## src/rtl/mmio_seg7_responder_if.sv

```systemverilog
// Data-memory bus bundle between the core (master) and a memory-mapped
// responder (slave): read strobe, byte write enables, address, write data
// and registered read data.
interface mmio_seg7_responder_if;
  logic        rd;
  logic [3:0]  we;
  logic [31:0] addr;
  logic [31:0] wdata;
  logic [31:0] rdata;

  modport master (output rd, output we, output addr, output wdata, input rdata);
  modport slave  (input rd, input we, input addr, input wdata, output rdata);
endinterface

```

## src/rtl/mmio_seg7_responder.sv

```systemverilog
// Memory-mapped seven-segment display responder.
// DATA holds four hex digits, CTRL holds a per-digit blank mask and a scan
// enable, and STATUS exposes the digit currently being driven. A prescaler
// steps the digit index every REFRESH_DIV clocks, and a registered output
// stage drives the active-low segments and anodes.
module mmio_seg7_responder #(
  parameter logic [31:0] BASE_ADDR   = 32'h0000_2000,
  parameter int          REFRESH_DIV = 100000
) (
  input  logic                       i_clk,
  input  logic                       i_rst,
  mmio_seg7_responder_if.slave       bus,
  output logic [6:0]                 o_seg,
  output logic [3:0]                 o_an
);

  // 20 bits covers the largest legal divider (2^20 - 1 terminal count).
  localparam int PRSC_W = 20;

  typedef enum logic [1:0] {
    SEL_DATA   = 2'd0,
    SEL_CTRL   = 2'd1,
    SEL_STATUS = 2'd2,
    SEL_RSVD   = 2'd3
  } sel_e;

  logic [15:0]       r_data;
  logic [4:0]        r_ctrl;
  logic [PRSC_W-1:0] r_presc;
  logic [1:0]        r_idx;
  logic [31:0]       r_rdata;
  logic [6:0]        r_seg;
  logic [3:0]        r_an;

  logic              w_hit;
  sel_e              w_sel;
  logic              w_data_wr;
  logic              w_ctrl_wr;
  logic              w_en;
  logic              w_en_next;
  logic              w_wrap;
  logic [31:0]       w_rd_val;
  logic [3:0]        w_digit;
  logic              w_unused;

  assign w_hit     = (bus.addr[31:4] == BASE_ADDR[31:4]);
  assign w_sel     = sel_e'(bus.addr[3:2]);
  assign w_data_wr = w_hit && (w_sel == SEL_DATA);
  assign w_ctrl_wr = w_hit && (w_sel == SEL_CTRL) && bus.we[0];
  assign w_en      = r_ctrl[4];
  // The scan engine looks at the enable that will hold after this edge so the
  // index is already 0 in the first cycle after a disabling write.
  assign w_en_next = w_ctrl_wr ? bus.wdata[4] : w_en;
  assign w_wrap    = (r_presc == PRSC_W'(REFRESH_DIV - 1));
  assign w_digit   = r_data[{r_idx, 2'b00} +: 4];

  // Address bits [1:0] and the upper write-data half are deliberately ignored.
  assign w_unused  = &{1'b0, bus.addr[1:0], bus.wdata[31:16]};

  function automatic logic [6:0] hex7(input logic [3:0] nib);
    case (nib)
      4'h0: hex7 = 7'h40;
      4'h1: hex7 = 7'h79;
      4'h2: hex7 = 7'h24;
      4'h3: hex7 = 7'h30;
      4'h4: hex7 = 7'h19;
      4'h5: hex7 = 7'h12;
      4'h6: hex7 = 7'h02;
      4'h7: hex7 = 7'h78;
      4'h8: hex7 = 7'h00;
      4'h9: hex7 = 7'h10;
      4'hA: hex7 = 7'h08;
      4'hB: hex7 = 7'h03;
      4'hC: hex7 = 7'h46;
      4'hD: hex7 = 7'h21;
      4'hE: hex7 = 7'h06;
      default: hex7 = 7'h0E;
    endcase
  endfunction

  // Read mux over the register window, sampled before any same-cycle write.
  always_comb begin
    // NOTE: default assignment first so no path leaves w_rd_val unassigned (no latch).
    w_rd_val = '0;
    case (w_sel)
      SEL_DATA:   w_rd_val = {16'h0000, r_data};
      SEL_CTRL:   w_rd_val = {27'h0, r_ctrl};
      SEL_STATUS: w_rd_val = {30'h0, r_idx};
      default:    w_rd_val = '0;
    endcase
  end

  // Register writes: independent byte lanes for DATA, lane 0 only for CTRL.
  always_ff @(posedge i_clk or posedge i_rst) begin
    if (i_rst) begin
      // NOTE: async reset clears all state at once, so an in-flight write never lands partially.
      r_data <= '0;
      r_ctrl <= '0;
    end else begin
      // NOTE: non-blocking assignments so every register samples pre-edge values.
      if (w_data_wr && bus.we[0]) r_data[7:0]  <= bus.wdata[7:0];
      if (w_data_wr && bus.we[1]) r_data[15:8] <= bus.wdata[15:8];
      if (w_ctrl_wr)              r_ctrl       <= bus.wdata[4:0];
    end
  end

  // Registered read data: load on rd (0 on a miss), hold otherwise.
  always_ff @(posedge i_clk or posedge i_rst) begin
    if (i_rst) begin
      r_rdata <= '0;
    end else if (bus.rd) begin
      r_rdata <= w_hit ? w_rd_val : '0;
    end
  end

  // Scan engine: prescaler and digit index, held at 0 while disabled and
  // restarted from digit 0 on an enable rising edge.
  always_ff @(posedge i_clk or posedge i_rst) begin
    if (i_rst) begin
      r_presc <= '0;
      r_idx   <= '0;
    end else if (!w_en_next || !w_en) begin
      r_presc <= '0;
      r_idx   <= '0;
    end else if (w_wrap) begin
      r_presc <= '0;
      r_idx   <= r_idx + 2'd1;
    end else begin
      r_presc <= r_presc + PRSC_W'(1);
    end
  end

  // Output stage: one cycle behind the index, DATA and CTRL it decodes.
  always_ff @(posedge i_clk or posedge i_rst) begin
    if (i_rst) begin
      r_an  <= 4'hF;
      r_seg <= 7'h7F;
    end else if (w_en) begin
      r_an  <= ~(4'b0001 << r_idx) | r_ctrl[3:0];
      r_seg <= hex7(w_digit);
    end else begin
      r_an  <= 4'hF;
      r_seg <= 7'h7F;
    end
  end

  assign bus.rdata = r_rdata;
  assign o_seg     = r_seg;
  assign o_an      = r_an;

endmodule

```

## src/flat_wrapper.sv

```systemverilog
// flat-port wrapper written by rule: the top's interface ports become plain ports
module mmio_seg7_responder_flat 
#(
  parameter logic [31:0] BASE_ADDR   = 32'h0000_2000,
  parameter int          REFRESH_DIV = 100000
)
  (i_clk, i_rst, o_seg, o_an, bus_rd, bus_we, bus_addr, bus_wdata, bus_rdata);
  mmio_seg7_responder_if bus_i ();
  input  logic i_clk;
  input  logic i_rst;
  output logic [6:0] o_seg;
  output logic [3:0] o_an;
  input wire logic [$bits(bus_i.rd)-1:0] bus_rd;
  input wire logic [$bits(bus_i.we)-1:0] bus_we;
  input wire logic [$bits(bus_i.addr)-1:0] bus_addr;
  input wire logic [$bits(bus_i.wdata)-1:0] bus_wdata;
  output wire logic [$bits(bus_i.rdata)-1:0] bus_rdata;
  assign bus_i.rd = bus_rd;
  assign bus_i.we = bus_we;
  assign bus_i.addr = bus_addr;
  assign bus_i.wdata = bus_wdata;
  assign bus_rdata = bus_i.rdata;
  mmio_seg7_responder #(.BASE_ADDR(BASE_ADDR), .REFRESH_DIV(REFRESH_DIV)) u_core (.i_clk(i_clk), .i_rst(i_rst), .bus(bus_i), .o_seg(o_seg), .o_an(o_an));
endmodule
```

## config.mk

```make
export PLATFORM = sky130hd
export DESIGN_NAME = mmio_seg7_responder_flat
export DESIGN_NICKNAME = d
export VERILOG_FILES = /design/src/rtl/mmio_seg7_responder_if.sv /design/src/rtl/mmio_seg7_responder.sv /design/src/flat_wrapper.sv
export SDC_FILE = /design/constraint.sdc
export NUM_CORES = 1
export LEC_CHECK = 0
export CAP_MARGIN = 15
export CORE_MARGIN = 2
export CORE_UTILIZATION = 42
export CTS_CLUSTER_SIZE = 16
export DETAILED_ROUTE_END_ITERATION = 8
export MAX_ROUTING_LAYER = met4
export PLACE_DENSITY = 0.84
export SETUP_SLACK_MARGIN = 0.2
export SLEW_MARGIN = 20
export SYNTH_ARGS = -nofsm -noshare
export SYNTH_HDL_FRONTEND = slang
export SYNTH_SLANG_ARGS = --single-unit
```

## constraint.sdc

```tcl
create_clock -name i_clk -period 2 [get_ports i_clk]
set_clock_uncertainty 0.15 [all_clocks]
set_input_delay 0.2 -clock i_clk [delete_from_list [all_inputs] [get_ports i_clk]]
set_output_delay 0.2 -clock i_clk [all_outputs]
set_load 0.005 [all_outputs]
```

* Word-level counts from Yosys, hierarchy flattened
Memory sizes are Yosys's and may differ from the RTL's.
Cells that the tools add are included.
** Word-level totals
- Word-level logic and storage cells :: 38
- Bits in writable memories :: 0
- Bits in read-only memories :: 112
- Latch bits :: 0
- Register bits :: 86
- Memories :: 1
** Memories
- (no name shown) :: depth 16, bits a word 7, read ports 1, clocked after Yosys merged registers in 0, wr ports 0, line mmio_seg7_responder.sv:61 : case (nib)
** Cells by class
- $mul :: 0
- Bitwise operators :: 2
- Magnitude comparators :: 0
- Shifts and indexed selects :: 2
- Reductions and logical operators :: 10
- $add $sub $neg :: 2
- Div/mod/pow operators :: 0
- Multiplexer cells :: 9
- Equality and inequality tests :: 4
** Operator list (number)
- 16-bit case mux with 3 select lines :: 1
- 20-bit 2-to-1 mux :: 2
- 28-bit by 10-bit equality test with 1-bit output (second input constant) :: 1
- 20-bit by 1-bit adder with 20-bit output (second input constant) :: 1
- 20-bit by 17-bit equality test with 1-bit output (second input constant) :: 1
- 16-bit 2-to-1 mux :: 1
- 16-bit by 5-bit variable part select with 4-bit output :: 1
- 7-bit 2-to-1 mux :: 1
- 1-bit logical AND :: 5
- 2-bit 2-to-1 mux :: 2
- 4-bit 2-to-1 mux :: 1
- 4-bit NOT :: 1
- 4-bit bitwise OR :: 1
- 1-bit by 2-bit left shift with 4-bit output (first input constant) :: 1
- 2-bit by 1-bit adder with 2-bit output (second input constant) :: 1
- 2-bit by 1-bit equality test with 1-bit output (second input constant) :: 1
- 2-bit equality test (second input constant) :: 1
- 1-bit logical NOT :: 2
- 2-bit logical NOT :: 1
- 2-bit nonzero test :: 1
- 1-bit logical OR :: 1
- 1-bit 2-to-1 mux :: 1

* Longest topological paths before layout
Gate-level depths: netlist of the first run.
- Depth after elaboration :: 7
- Gate-level depth with buffers :: 7

* Worst setup path after synthesis of the first run
Ideal clock, no wire load.
- Path kind :: register -> register
- Start point :: register u_core.r_idx[0]
- End point :: register u_core.r_seg[3], in the netlist u_core.o_seg[3]
- Data required time :: 1.771 ns
- Stages on the path, launching flop included :: 7
- Data arrival time :: 1.822 ns
- Buffers on the path :: 1
- Slack :: -0.051 ns
- Cell sequence :: dfrtp_1 > buf_2 > mux4_2 > inv_1 > ha_1 > o211a_1 > o21ai_0
** Between the ends
- Word-level cells in the longest chain between the ends :: 3
** Ends and longest elaborated chain
- from (decl) :: line mmio_seg7_responder.sv:30 : logic [1:0] r_idx;
- from (signal assigned) :: line mmio_seg7_responder.sv:127 : r_idx <= r_idx + 2'd1;
- 16-bit by 5-bit variable part select with 4-bit output :: line mmio_seg7_responder.sv:55 : assign w_digit = r_data[{r_idx, 2'b00} +: 4];
- memory read 16 x 7 bit
- 7-bit 2-to-1 mux :: line mmio_seg7_responder.sv:138 : end else if (w_en) begin
- to (signal assigned) :: line mmio_seg7_responder.sv:140 : r_seg <= hex7(w_digit);
- to (decl) :: line mmio_seg7_responder.sv:32 : logic [6:0] r_seg;
No other way between the ends.
A chain may end at the register's enable or synchronous reset.

* Worst setup path after layout of the first run
Same ends and word-level chain as after synthesis.

==> results of run 1 <==
[worst register-to-register path: stages, from the launching register on]
cell and delay (ns):
sky130_fd_sc_hd__dfrtp_2 0.41, sky130_fd_sc_hd__mux4_2 0.64, sky130_fd_sc_hd__inv_4 0.14, sky130_fd_sc_hd__ha_4 0.21, sky130_fd_sc_hd__o211a_1 0.20, sky130_fd_sc_hd__o21ai_1 0.13
[registers in the layout, indices dropped and copies added (netlist names)]
register          cells
u_core.r_presc       20
u_core.bus.rdata     16
u_core.o_seg          7
u_core.r_idx          2
u_core.r_ctrl         5
u_core.o_an           4
u_core.r_data        16
[final timing paths]
check                                     start                    to  cells after the start
max                             u_core.r_idx[0]       u_core.o_seg[3]                      5
min                                       i_rst      u_core.r_ctrl[4]                      2
max reg2reg                     u_core.r_idx[0]       u_core.o_seg[3]                      5
min reg2reg                u_core.bus.rdata[14]  u_core.bus.rdata[14]                      1
max in group asynchronous                 i_rst        u_core.o_an[1]                      3
min in group i_clk                bus_wdata[11]     u_core.r_data[11]                      2
[layout make-up]
class	count	area (um2)	area share, %
multi-input cells	227	1951	37.28
repair buffers	117	1099	20.99
flip-flops and latches	70	1772	33.86
well taps	105	131.4	2.511
clock inverters	6	110.1	2.104
inverters	9	42.54	0.8130
clock buffers	10	127.6	2.439
[placed cells by master (no fill, tap or decap), types with 11 or more instances in the layout]
cell and instances:
sky130_fd_sc_hd__dfrtp_1 54, sky130_fd_sc_hd__clkdlybuf4s50_1 49, sky130_fd_sc_hd__buf_4 33, sky130_fd_sc_hd__dlygate4sd2_1 20, sky130_fd_sc_hd__nand2_1 19, sky130_fd_sc_hd__mux2_2 16, sky130_fd_sc_hd__conb_1 16, sky130_fd_sc_hd__nor3_1 14
sky130_fd_sc_hd__a22o_1 11, sky130_fd_sc_hd__dfstp_2 11
[power by group through the flow]
stage / clock (mW) / sequential (mW) / combinational, mW
2_1_floorplan: 0 / 1.44 / 0.0718
3_3_place_gp: 0 / 1.44 / 0.193
3_5_place_dp: 0 / 1.44 / 0.198
4_1_cts: 1.37 / 1.42 / 0.188
5_1_grt: 1.43 / 1.42 / 0.201
6_report: 1.36 / 1.42 / 0.185
[metrics by stage]
step                      instances  hold slack (ns)  setup TNS, ns
after floorplan                 333           0.1985              0
after global placement          513           0.3181         -11.26
after detailed placement        513           0.3279         -13.66
after CTS                       537          0.01361              0
after global routing            544          0.03865              0
final                           544         0.004330              0
[cell families (layout without fill, tap and decap cells)]
group | count (synthesis) | count (layout) | share of synthesized area [%]
buf+inv | 38 | 142 | 5.913
flops | 70 | 70 | 48.50
fa+ha+maj | 11 | 11 | 3.781
xor+xnor | 11 | 11 | 2.647
simple gates | 109 | 109 | 18.74
compound gates | 50 | 50 | 10.00
mux | 28 | 30 | 10.31
other cells | 1 | 16 | 0.1030
[synthesized netlist by cell type (9+ instances only)]
| library cell | count | share of area (%) |
|---|---|---|
| sky130_fd_sc_hd__a22o_1 | 11 | 2.6 |
| sky130_fd_sc_hd__nor3_1 | 14 | 1.9 |
| sky130_fd_sc_hd__ha_1 | 11 | 3.8 |
| sky130_fd_sc_hd__mux2_2 | 16 | 5.0 |
| sky130_fd_sc_hd__dfrtp_1 | 59 | 41 |
| sky130_fd_sc_hd__buf_4 | 16 | 3.3 |
| sky130_fd_sc_hd__o21ai_0 | 10 | 1.4 |
| sky130_fd_sc_hd__nand3_1 | 12 | 1.7 |
| sky130_fd_sc_hd__inv_1 | 9 | 0.93 |
| sky130_fd_sc_hd__nand4_1 | 9 | 1.5 |
| sky130_fd_sc_hd__nand2_1 | 20 | 2.1 |
| sky130_fd_sc_hd__dfstp_2 | 11 | 7.9 |
| sky130_fd_sc_hd__xor2_1 | 10 | 2.4 |
[layer usage]
metal / global-route usage [%] / part of all wire [%] / vias up
li1: - / - / 1389
met1: 25.14 / 44 / 1485
met2: 31.57 / 48 / 124
met3: 4.245 / 6.7 / 15
met4: 8.559 / 1.6 / 0
met5: - / 0 / -
[repair_timing]
item                                   in CTS  in global routing
buffers inserted                            7                  6
endpoints found under the hold margin       0                  0
cloned                                      1                  1
resized for setup                          40                 25
pin swaps                                  16                 15
setup endpoints to repair                  47                 50
==> insert_results.sql, run 1 <==
INSERT INTO impl_metrics (metric_group, metric, value, unit) VALUES
('layout', 'finish.utilization', '63.05', '%'),
('synth', 'synth_area', '3640', 'um2'),
('timing', 'timing.slew.headroom', '66.27', '%'),
('worst_setup_path', 'crit_path_cell_trace', 'mux4_2, inv_4, ha_4, o211a_1, o21ai_1', ''),
('synth', 'synth.distinct_cells', '51', ''),
('worst_setup_path', 'critical-path-max-stage-delay', '0.64', 'ns'),
('floorplanning', 'initial_core_util', '43.86', '%'),
('power', 'net-switching-power', '0.6231', 'mW'),
('floorplanning', 'io_pins', '114', ''),
('worst_setup_path', 'timing.critical_path.to_type', 'flip-flop', ''),
('global_route', 'first_global_vias', '2890', ''),
('power', 'switching_share', '21.06', '%'),
('timing', 'min_period_over_period', '96.82', '%'),
('drt', 'routed_wl', '9.361', 'mm'),
('clock_network', 'worstSkewPairLatency', '0.35', 'ns'),
('clock_network', 'clk_path_buf_depth', '2', ''),
('drt', 'drc', '0', ''),
('power', 'power.share.combinational', '6.3', '%'),
('clock_network', 'cts_inserted_buffers', '9', ''),
('worst_setup_path', 'cp_max_fo', '6', ''),
('power', 'power.density', '565.5', 'nW/um2'),
('floorplanning', 'die_h', '97.09', 'um'),
('worst_setup_path', 'cpMaxStageDelayCell', 'sky130_fd_sc_hd__mux4_2', ''),
('timing', 'hold_viol', '0', ''),
('placement', 'postPlaceCellArea', '4757', 'um2'),
('job', 'cap_viol_max_count', '0', ''),
('power', 'total_power', '2.959', 'mW'),
('timing', 'slew_of_the_pin_with_the_lowest_slew_margin', '0.5060', 'ns'),
('layout', 'antenna_cells_inserted', '0', ''),
('global_route', 'globalRouteTotalUtil', '20.02', '%'),
('floorplanning', 'floorplan.core_area', '8299', 'um2'),
('layout', 'final.fill_count', '645', ''),
('placement', 'post-dp-hpwl', '6.442', 'mm'),
('drt', 'avgViaCountPerCell', '5.539', ''),
('floorplanning', 'die_area', '9426', 'um2'),
('timing', 'min_period', '1.936', 'ns'),
('synth', 'synth_sequential_area_ratio', '48.50', '%'),
('timing', 'max_clock_freq', '0.5164', 'GHz'),
('global_route', 'gr-total-overflow', '0', ''),
('global_route', 'maximum_number_of_pins_on_one_net_before_global_route_repair', '43', ''),
('clock_network', 'cts_tree', 'built', ''),
('power', 'p_leak', '2.251', 'nW'),
('hold_path', 'worst_hold_path_type', 'in -> async', ''),
('worst_setup_path', 'critPathBufInv', '1', ''),
('floorplanning', 'die_width', '97.09', 'um'),
('clock_network', 'clock_tree.root_cell', 'sky130_fd_sc_hd__clkbuf_8', ''),
('synth', 'syn-instance-count', '318', ''),
('floorplanning', 'fp-row-count', '33', ''),
('run_status', 'status', 'complete, no violations', ''),
('layout', 'nNetsFinal', '516', ''),
('layout', 'drive_gt1_share', '30.52', '%'),
('clock_network', 'clkSinkCount', '70', ''),
('clock_network', 'cts_h_tree_depth', '3', ''),
('layout', 'fin_area', '5233', 'um2'),
('placement', 'portBuffers', '77', ''),
('placement', 'place_congestion', '0.8954', ''),
('synth', 'yosysWarnings', '0', ''),
('worst_setup_path', 'timing.critical_path.required', '2.14', 'ns'),
('worst_setup_path', 'cp_data_arrival_time', '2.07', 'ns'),
('synth', 'synth-async-reset-ratio', '100.0', '%'),
('synth', 'yosys_register_bits', '70', ''),
('drt', 'ant_nets', '0', ''),
('clock_network', 'hold_buffers', '0', ''),
('timing', 'slew_violations', '0', ''),
('worst_setup_path', 'critical-path-top-delay-family', 'multiplexers', ''),
('power', 'power_frac_seq', '47.9', '%'),
('global_route', 'grt_first_pass_wirelength', '14.52', 'mm'),
('synth', 'syn-mean-instance-area', '11.45', 'um2'),
('placement', 'detailedPlace.worstSlack', '-0.3608', 'ns'),
('synth', 'ys_dominant_reg_cell', 'sky130_fd_sc_hd__dfrtp_1', ''),
('timing', 'setup_failing_eps_final', '0', '');
No activity file was read; power rests on OpenSTA's default activity.
==> run 2: changes to the inputs <==
--- a/config.mk
+++ b/config.mk
@@ -7,11 +7,11 @@
 export LEC_CHECK = 0
 export CAP_MARGIN = 15
 export CORE_MARGIN = 2
-export CORE_UTILIZATION = 42
+export CORE_UTILIZATION = 47
 export CTS_CLUSTER_SIZE = 16
 export DETAILED_ROUTE_END_ITERATION = 8
 export MAX_ROUTING_LAYER = met4
-export PLACE_DENSITY = 0.84
+export PLACE_DENSITY = 0.89
 export SETUP_SLACK_MARGIN = 0.2
 export SLEW_MARGIN = 20
 export SYNTH_ARGS = -nofsm -noshare
==> constraint.sdc (replaced) <==
create_clock -name i_clk -period 1.83 [get_ports i_clk]
set_clock_uncertainty 0.15 [all_clocks]
set_input_delay 0.183 -clock i_clk [delete_from_list [all_inputs] [get_ports i_clk]]
set_output_delay 0.183 -clock i_clk [all_outputs]
set_load 0.005 [all_outputs]
==> run 2 against run 1 <==
Effect of this change: combinational power up 22%; critical path depth is the same; clock power down 18%; the flow now finishes with violations (negative setup slack); sequential share of layout area shrank 4.3 points; sequential power grew 9%; largest power group unchanged; die area down 10%; register-to-register slack got worse by 0.19 ns.
==> insert_results.sql, run 2 (same netlist as run 1, synthesis figures left out) <==
INSERT INTO impl_metrics (metric_group, metric, value, unit) VALUES
('clock_network', 'clkSinkCount', '70', ''),
('drt', 'detail_route.first_pass.iterations', '4', ''),
('worst_setup_path', 'critical_path_class', 'reg -> reg', ''),
('timing', 'max_clock_freq', '0.5108', 'GHz'),
('timing', 'slew_violations', '0', ''),
('global_route', 'grt_first_pass_wirelength', '18.35', 'mm'),
('worst_setup_path', 'cp_data_arrival_time', '2.10', 'ns'),
('worst_setup_path', 'timing.critical_path.to_type', 'flip-flop', ''),
('global_route', 'gr-total-overflow', '0', ''),
('drt', 'drc', '0', ''),
('power', 'p_int', '2.144', 'mW'),
('hold_path', 'worst_hold_path_type', 'in -> async', ''),
('power', 'power.share.combinational', '7.8', '%'),
('floorplanning', 'fp-row-count', '32', ''),
('layout', 'nNetsFinal', '562', ''),
('power', 'p_leak', '2.610', 'nW'),
('clock_network', 'hold_buffers', '0', ''),
('worst_setup_path', 'timing.critical_path.required', '1.97', 'ns'),
('placement', 'post-dp-hpwl', '6.740', 'mm'),
('layout', 'final_cell_count_no_fill', '587', ''),
('layout', 'largest_register_ff_count', '20', ''),
('power', 'power.density', '481.1', 'nW/um2'),
('global_route', 'maximum_number_of_pins_on_one_net_before_global_route_repair', '71', ''),
('worst_setup_path', 'critical-path-max-stage-delay', '0.62', 'ns'),
('layout', 'area.growth.synth_to_final', '64.70', '%'),
('layout', 'leading_cell_type_in_the_layout_fill_and_taps_excluded', 'sky130_fd_sc_hd__buf_4', ''),
('drt', 'routed_wl', '13.16', 'mm'),
('timing', 'finalWorstSetupSlack', '-0.1277', 'ns'),
('power', 'clock_power_share', '38.6', '%'),
('timing', 'min_period_over_period', '107.0', '%'),
('drt', 'first_iter_violations', '284', ''),
('timing', 'setup_failing_eps_final', '13', ''),
('worst_setup_path', 'crit_path_cell_trace', 'mux4_2, inv_4, ha_4, o211a_1, o21ai_1', ''),
('clock_network', 'clk_path_buf_depth', '2', ''),
('drt', 'ant_nets', '0', ''),
('power', 'power_frac_seq', '53.6', '%'),
('run_status', 'status', 'finished, violations left', ''),
('floorplanning', 'die_area', '8464', 'um2'),
('worst_setup_path', 'cpMaxStageDelayCell', 'sky130_fd_sc_hd__mux4_2', ''),
('layout', 'max_flop_register', 'u_core.r_presc', ''),
('worst_setup_path', 'critical_path.reg2reg.endpoint', 'u_core.o_seg[3]', ''),
('layout', 'most-common-layout-cells', '57 x sky130_fd_sc_hd__buf_4, 53 x sky130_fd_sc_hd__dfrtp_1, 35 x sky130_fd_sc_hd__clkdlybuf4s50_1, 21 x sky130_fd_sc_hd__mux2_4, 18 x sky130_fd_sc_hd__buf_6', ''),
('clock_network', 'cts_inserted_buffers', '9', ''),
('layout', 'antenna_cells_inserted', '0', ''),
('floorplanning', 'floorplan.core_area', '7607', 'um2'),
('worst_setup_path', 'timing.rr.start', 'u_core.r_idx[0]', ''),
('layout', 'finish.utilization', '78.80', '%'),
('global_route', 'first_global_vias', '3543', ''),
('worst_setup_path', 'setup.worst_path.start_class', 'flip-flop', ''),
('layout', 'area_used_by_sequential_logic_in_the_layout', '1773', 'um2'),
('placement', 'numPlacedInstances', '525', ''),
('worst_setup_path', 'cp_max_fo', '4', ''),
('placement', 'portBuffers', '77', ''),
('layout', 'drive_gt1_share', '49.90', '%'),
('power', 'total_power', '2.884', 'mW'),
('drt', 'num_vias', '3502', ''),
('floorplanning', 'initial_core_util', '47.85', '%'),
('drt', 'avgViaCountPerCell', '5.966', ''),
('floorplanning', 'io_pins', '114', ''),
('timing', 'min_period', '1.958', 'ns'),
('layout', 'final.fill_count', '389', ''),
('clock_network', 'clock_tree.root_cell', 'sky130_fd_sc_hd__clkbuf_8', ''),
('global_route', 'antenna_found_initial', '0', ''),
('floorplanning', 'die_width', '92', 'um'),
('power', 'vdd.ir_drop.worst', '350.9', 'uV'),
('clock_network', 'cts_tree', 'built', ''),
('run_status', 'failed_checks', 'negative setup slack', ''),
('clock_network', 'cts_h_tree_depth', '3', ''),
('floorplanning', 'die_h', '92', 'um'),
('power', 'switching_share', '25.65', '%'),
('global_route', 'globalRouteTotalUtil', '29.48', '%'),
('placement', 'place_congestion', '0.8781', ''),
('drt', 'wl_per_cell', '22.42', 'um'),
('power', 'net-switching-power', '0.7398', 'mW'),
('layout', 'multi_input_area', '2331', 'um2'),
('timing', 'hold_viol', '0', ''),
('clock_network', 'clock_slew_at_the_register_clock_pins_of_the_worst_setup_and_hold_paths', '0.08', 'ns'),
('timing', 'grt_setup_unrepaired', 'true', ''),
('job', 'cap_viol_max_count', '0', ''),
('clock_network', 'worstSkewPairLatency', '0.36', 'ns'),
('worst_setup_path', 'r2r_slack', '-0.13', 'ns'),
('worst_setup_path', 'reg2regPathDepth', '5', '');
==> run 2: cell types whose count changed in the layout (fill, tap and decap cells not counted), moves of 5 or more <==
cell	change
sky130_fd_sc_hd__buf_2	+13
sky130_fd_sc_hd__buf_4	+24
sky130_fd_sc_hd__buf_6	+14
sky130_fd_sc_hd__clkdlybuf4s50_1	-14
sky130_fd_sc_hd__dlygate4sd2_1	-5
sky130_fd_sc_hd__mux2_2	-16
sky130_fd_sc_hd__mux2_4	+16
sky130_fd_sc_hd__nand3_1	-5
sky130_fd_sc_hd__nor3_1	-12
sky130_fd_sc_hd__nor3_4	+9
==> run 2: power by group through the flow <==
| stage | sequential (mW) | combinational, mW | clock [mW] |
|---|---|---|---|
| finish | 1.55 | 0.225 | 1.11 |
| floorplan | 1.58 | 0.0820 | 0 |
| CTS | 1.55 | 0.213 | 1.12 |
| global route | 1.55 | 0.239 | 1.18 |
| detailed placement | 1.58 | 0.225 | 0 |
| global placement | 1.58 | 0.219 | 0 |
==> run 2: layout make-up <==
type,count,area share [%]
multi-input combinational,228,38.89
sequential,70,29.58
timing repair buffer,162,25.92
clock buffer,10,2.129
tap,102,2.129
inverter,9,0.7097
clock inverter,6,0.6470
==> run 2: metal layers <==
metal  part of all wire (%)  wire, um  global-route usage (%)
met1                     36      4761                   33.41
met2                     53      6979                   50.06
met3                    7.3       964                   7.970
met4                    3.5       458                   11.32
met5                      0         0                       -
==> run 2: how the worst max path moves through the flow <==
| stage | from | to | slack, ns |
|---|---|---|---|
| 6_report | u_core.r_idx[0] | u_core.o_seg[3] | -0.13 |
| 5_1_grt | u_core.r_idx[0] | u_core.o_seg[3] | -0.15 |
| 4_1_cts | u_core.r_idx[0] | u_core.o_seg[3] | -0.09 |
| 3_5_place_dp | bus_addr[6] | u_core.r_data[10] | -0.49 |
| 3_3_place_gp | bus_addr[6] | u_core.r_ctrl[4] | -0.43 |
| 2_1_floorplan | u_core.r_idx[0] | u_core.o_seg[3] | -0.11 |
==> run 2: metrics by stage <==
step	hold slack, ns	setup slack (ns)	TNS, ns	area (um2)
detailed placement	0.3499	-0.4938	-20.29	5002
global placement	0.3491	-0.4339	-16.96	5002
finish	0.1141	-0.1277	-0.7982	5995
CTS	0.1337	-0.09388	-0.2625	5635
global route	0.1504	-0.1499	-1.526	5995
floorplan	0.1811	-0.1076	-0.7568	3938
==> run 2: timing repair <==
item | 4_1_cts | 5_1_grt
pin swaps | 25 | 29
setup endpoints to repair | 75 | 64
hold endpoints to repair | 0 | 0
cloned | 6 | 2
setup buffers | 25 | 13
resized for setup | 144 | 73
==> run 2: critical path: cells and delay by family, from the launching register on <==
family | cells | cell delay, ns
fa+ha+maj | 1 | 0.20
flops | 1 | 0.43
mux | 1 | 0.62
compound gates | 2 | 0.36
buf+inv | 1 | 0.13
